[src/rtl/mos6502s_pkg.sv]
// Shared types and constants for the 6502 bus responder: FSM states, address
// regions, region base addresses and the value returned by an aborted read.
package mos6502s_pkg;

  typedef enum logic [1:0] {
    ST_IDLE,
    ST_REQ,
    ST_WAIT,
    ST_DONE
  } state_t;

  typedef enum logic [1:0] {
    RGN_RAM,
    RGN_IO,
    RGN_ROM
  } region_t;

  localparam logic [15:0] IO_BASE       = 16'h8000;
  localparam logic [15:0] ROM_BASE      = 16'hC000;
  localparam logic [7:0]  TIMEOUT_RDATA = 8'hFF;

endpackage

[src/rtl/mos6502s_region_decode.sv]
// Combinational address-to-region decode: RAM below IO_BASE, I/O below ROM_BASE,
// ROM above.
module mos6502s_region_decode
  import mos6502s_pkg::*;
(
  input  logic [15:0] addr,
  output region_t     region
);

  always_comb begin
    region = RGN_RAM;
    if (addr >= ROM_BASE)     region = RGN_ROM;
    else if (addr >= IO_BASE) region = RGN_IO;
  end

endmodule

[src/rtl/mos6502s_bus_responder.sv]
// Memory-side responder for the 6502 core: region decode, backing-memory
// handshake, I/O wait states and RDY stall. Define MOS6502S_RESP_TIMEOUT_EN to
// abort requests that go unacknowledged for TIMEOUT cycles.
module mos6502s_bus_responder
  import mos6502s_pkg::*;
#(
  parameter int IO_WAIT = 2,
  parameter int TIMEOUT = 15
) (
  input  logic        clk,
  input  logic        rst_n,
  input  logic        cpu_valid,
  input  logic        cpu_rw,
  input  logic [15:0] cpu_addr,
  input  logic [7:0]  cpu_dout,
  output logic [7:0]  cpu_din,
  output logic        cpu_rdy,
  output logic        mem_req,
  output logic        mem_we,
  output logic [15:0] mem_addr,
  output logic [7:0]  mem_wdata,
  input  logic [7:0]  mem_rdata,
  input  logic        mem_ack,
  output logic        bus_err
);

  if (IO_WAIT < 0 || IO_WAIT > 15) begin : g_bad_io_wait
    $error("IO_WAIT out of range 0..15");
  end
  if (TIMEOUT < 1 || TIMEOUT > 255) begin : g_bad_timeout
    $error("TIMEOUT out of range 1..255");
  end

  state_t     state;
  region_t    addr_rgn;
  region_t    rgn_q;
  logic       rw_q;
  logic [3:0] wait_cnt;

  mos6502s_region_decode u_dec (
    .addr   (cpu_addr),
    .region (addr_rgn)
  );

  assign cpu_rdy = (state == ST_IDLE) || (state == ST_DONE);

`ifdef MOS6502S_RESP_TIMEOUT_EN
  localparam logic [7:0] TO_LAST = 8'(TIMEOUT - 1);
  logic [7:0] to_cnt;
`else
  assign bus_err = 1'b0;
`endif

  always_ff @(posedge clk or negedge rst_n) begin
    if (!rst_n) begin
      state     <= ST_IDLE;
      rgn_q     <= RGN_RAM;
      rw_q      <= 1'b1;
      wait_cnt  <= '0;
      cpu_din   <= '0;
      mem_req   <= 1'b0;
      mem_we    <= 1'b0;
      mem_addr  <= '0;
      mem_wdata <= '0;
`ifdef MOS6502S_RESP_TIMEOUT_EN
      to_cnt    <= '0;
      bus_err   <= 1'b0;
`endif
    end else begin
      case (state)
        ST_IDLE, ST_DONE: begin
          if (cpu_valid) begin
            mem_addr  <= cpu_addr;
            mem_wdata <= cpu_dout;
            rw_q      <= cpu_rw;
            rgn_q     <= addr_rgn;
            // ROM writes are swallowed without touching the memory port
            if (addr_rgn == RGN_ROM && !cpu_rw) begin
              state <= ST_DONE;
            end else begin
              state   <= ST_REQ;
              mem_req <= 1'b1;
              mem_we  <= !cpu_rw;
`ifdef MOS6502S_RESP_TIMEOUT_EN
              to_cnt  <= '0;
`endif
            end
          end else begin
            state <= ST_IDLE;
          end
        end
        ST_REQ: begin
          if (mem_ack) begin
            mem_req <= 1'b0;
            mem_we  <= 1'b0;
            if (rw_q) cpu_din <= mem_rdata;
            if (rgn_q == RGN_IO && IO_WAIT > 0) begin
              state    <= ST_WAIT;
              wait_cnt <= 4'(IO_WAIT);
            end else begin
              state <= ST_DONE;
            end
          end
`ifdef MOS6502S_RESP_TIMEOUT_EN
          // an ack landing on the expiry cycle takes the branch above
          else if (to_cnt == TO_LAST) begin
            mem_req <= 1'b0;
            mem_we  <= 1'b0;
            if (rw_q) cpu_din <= TIMEOUT_RDATA;
            bus_err <= 1'b1;
            state   <= ST_DONE;
          end else begin
            to_cnt <= to_cnt + 8'd1;
          end
`endif
        end
        ST_WAIT: begin
          if (wait_cnt <= 4'd1) begin
            wait_cnt <= '0;
            state    <= ST_DONE;
          end else begin
            wait_cnt <= wait_cnt - 4'd1;
          end
        end
        default: state <= ST_IDLE;
      endcase
    end
  end

endmodule

[config.mk]
export PLATFORM = sky130hd
export DESIGN_NAME = mos6502s_bus_responder
export DESIGN_NICKNAME = d
export VERILOG_FILES = /design/src/rtl/mos6502s_pkg.sv /design/src/rtl/mos6502s_region_decode.sv /design/src/rtl/mos6502s_bus_responder.sv
export SDC_FILE = /design/constraint.sdc
export NUM_CORES = 1
export LEC_CHECK = 0
export ABC_AREA = 1
export ABC_CLOCK_PERIOD_IN_PS = 2900
export CAP_MARGIN = 20
export CORE_UTILIZATION = 47
export CTS_CLUSTER_SIZE = 24
export DETAILED_ROUTE_END_ITERATION = 8
export GPL_TIMING_DRIVEN = 0
export HOLD_SLACK_MARGIN = 0.1
export PLACE_DENSITY_LB_ADDON = 0.25
export SETUP_SLACK_MARGIN = 0.05
export SYNTH_ARGS = -nofsm -noshare
export SYNTH_HDL_FRONTEND = slang
export SYNTH_SLANG_ARGS = --single-unit
[constraint.sdc]
create_clock -name clk -period 2.9 [get_ports clk]
set_clock_uncertainty 0.2 [all_clocks]
set_input_delay 0.29 -clock clk [delete_from_list [all_inputs] [get_ports clk]]
set_output_delay 0.29 -clock clk [all_outputs]
set_load 0.02 [all_outputs]
==> flow_metrics.tcl <==
set metrics [dict create \
    status "complete, no violations" \
    grt_first_pass_wirelength_mm 6.71 \
    synth_compound_area_frac 0.0441 \
    yosysUniqueCellTypes 24 \
    synth.net_count 250 \
    die_h_microns 65.6 \
    drt-wirelength-per-cell_microns 11.5 \
    max_freq_mhz 462 \
    fill_cells 298 \
    yosys.area.top_type "dfrtp_1" \
    rr_worst_depth 7 \
    grtUsageTotal 0.208 \
    setup-tns-final_ns 0 \
    synth.cell_area_sq_um 1900 \
    rsz0062_at_grt "false" \
    grt_max_degree 26 \
    antennaDiodeCount 0 \
    crit_arrival_ns 1.68 \
    drtIter0Drc 96 \
    core_sq_um 3770 \
    r2r_setup_slack_ns 1.18 \
    ys_top_cells_by_area "dfrtp_1 55%, nand2_1 20%, mux2_2 4.7%" \
    cts.sinks 43 \
    cts_tree "built" \
    antenna_found_initial 0 \
    min_path_type "primary input to async pin" \
    design.portCount 73 \
    p_leak_nw 1.40 \
    hold_violations 0 \
    place_congestion 0.735 \
    synthTopCellsByCount "100 x nand2_1, 42 x dfrtp_1, 13 x inv_1, 8 x mux2_2, 7 x o21ai_0" \
    nets 330 \
    post_cts_buffers 0 \
    cts.clk_slew.worst_paths_ns 0.08 \
    io_buffers 71 \
    yosysTopAreaCellShare 0.553 \
    r2r_end "mem_wdata[4]" \
    synth-seq-cells 43 \
    vias 1561 \
    ys_warn_count 0 \
    maxCapViolations 0 \
    seq_area_sq_um 1080 \
    synth_adder_area_share 0.0263 \
    critPathRequiredTime_ns 2.41 \
    drv_slew 0 \
    routed_wl_mm 3.90 \
    fp-row-count 22 \
    cts-root-buf "clkbuf_8" \
    final_area_sq_um 2830 \
    ctsResizeCount 0 \
    dp_hpwl_mm 2.92 \
    final.min_clock_period_ns 2.17 \
    yosysMostFrequentCell "nand2_1" \
    synth_top_family_by_area "simple AND/OR/NAND/NOR gates" \
    muxShareOfSynthArea 0.0474 \
    crit-reg2reg-launch "state[0]" \
    cts_buffer_depth 2 \
    area_growth_pct 48.8 \
    multi_input_area_sq_um 716 \
    syn_avg_cell_area_sq_um 9.10 \
    endpoint_kind "output port" \
    powerDensity_nw_per_um2 1210 \
    cp-start-kind "register" \
    die_w_microns 65.6 \
    peakVddDrop_uv 703 \
    synth_cells 209 \
    synth-edff-count 0 \
    grt-ovfl-total 0 \
    dominantRegCellSynth "dfrtp_1" \
    synth_xor_xnor_area_share 0.00461 \
    die_area_sq_um 4300 \
    vias_per_cell 4.62 \
    synth-async-reset-ratio 1.00 \
    clkLatencyLatePin_ns 0.29 \
    critical_path_class "register to output port" \
    postPlaceCellArea_sq_um 2690 \
    cp_max_fo 5 \
    holdBufCountCts 1 \
    yosys.area_share.simple 0.252 \
    drive_gt1_frac 0.128 \
    drt-pass1-iter-count 4 \
    finalCritPeriodShare 0.747 \
    finalSetupViolCount 0 \
    htree_levels 2 \
    numCtsBuffers 5 \
    drc 0 \
    ant_nets 0 \
    start_util 0.504 \
    grt_pass1_vias 1554 \
    synth_seq_area_share 0.566 \
]
-- final cells by class --
| class | count | area share |
|---|---|---|
| multi-input cells | 142 | 0.253 |
| flip-flops and latches | 43 | 0.381 |
| clock inverters | 2 | 0.0212 |
| clock buffers | 6 | 0.0256 |
| well taps | 48 | 0.0212 |
| plain buffers | 7 | 0.0159 |
| repair buffers | 73 | 0.260 |
| inverters | 17 | 0.0225 |
-- layer usage --
layer,GRT usage,wire length (microns),part of all wire,up-vias
met5,0,0,0,-
met4,0.0679,57,0.015,0
met3,0.0868,316,0.081,6
met2,0.336,1780,0.46,52
met1,0.249,1750,0.45,707
li1,-,-,-,796
-- placed cells by master, fill, tap and decap left out --
cell	instances
nand2_1	100
clkdlybuf4s50_1	70
dfrtp_1	42
inv_1	13
mux2_2	8
o21ai_0	7
nor2_1	6
o21ai_2	5
clkbuf_8	5
inv_2	4
buf_2	4
ha_1	4
nand3_1	3
buf_4	2
clkbuf_1	2
bufinv_16	2
buf_6	1
nand2_4	1
nand4_1	1
nor2_8	1
nand3_4	1
nor3_1	1
o21ai_1	1
xor2_1	1
nand2_2	1
conb_1	1
dlygate4sd3_1	1
buf_12	1
dfstp_2	1
-- power breakdown --
group	internal [W]	switching [W]	leakage [nW]
sequential	0.000898	0.000160	0.531
combinational	0.000821	0.00100	0.804
clock	0.000344	0.000200	0.0654
-- worst max path at each step --
stage,start,to,slack [ns],cells past startpoint
after floorplan,state[0],mem_addr[15],1.23,7
after global placement,rst_n,mem_wdata[6],0.22,1
after detailed placement,state[0],cpu_rdy,1.05,3
after CTS,state[0],cpu_rdy,0.72,3
after global routing,state[0],cpu_rdy,0.61,3
final,state[0],cpu_rdy,0.73,3
-- cells by family (layout without fill, tap and decap cells) --
logic type,count (synthesis),count (layout)
xor+xnor,1,1
other cells,1,1
fa+ha+maj,4,4
buf+inv,24,105
compound gates,13,13
flops,43,43
simple gates,115,115
mux,8,8
-- registers in the layout, summed over array words and instances (netlist names) --
name       count
mem_req        1
wait_cnt       4
mem_we         1
rgn_q          2
mem_wdata      8
mem_addr      16
state          2
cpu_din        8
rw_q           1
-- critical path, cell delays in order (launching register included) --
cell,delay (ns)
dfrtp_1,0.37
inv_1,0.05
ha_1,0.34
clkdlybuf4s50_1,0.62
-- stage by stage --
step | util | setup WS [ns] | instances | hold slack (ns) | total power (W)
floorplan | - | 1.23 | 209 | -0.206 | 0.00218
global placement | 0.709 | 0.220 | 328 | 0.262 | 0.00285
detailed placement | 0.713 | 1.05 | 329 | 0.0547 | 0.00291
CTS | 0.750 | 0.718 | 338 | 0.271 | 0.00347
global route | 0.750 | 0.613 | 338 | 0.293 | 0.00370
finish | 0.750 | 0.734 | 338 | 0.261 | 0.00343
Power figures use the tool's default switching activity.
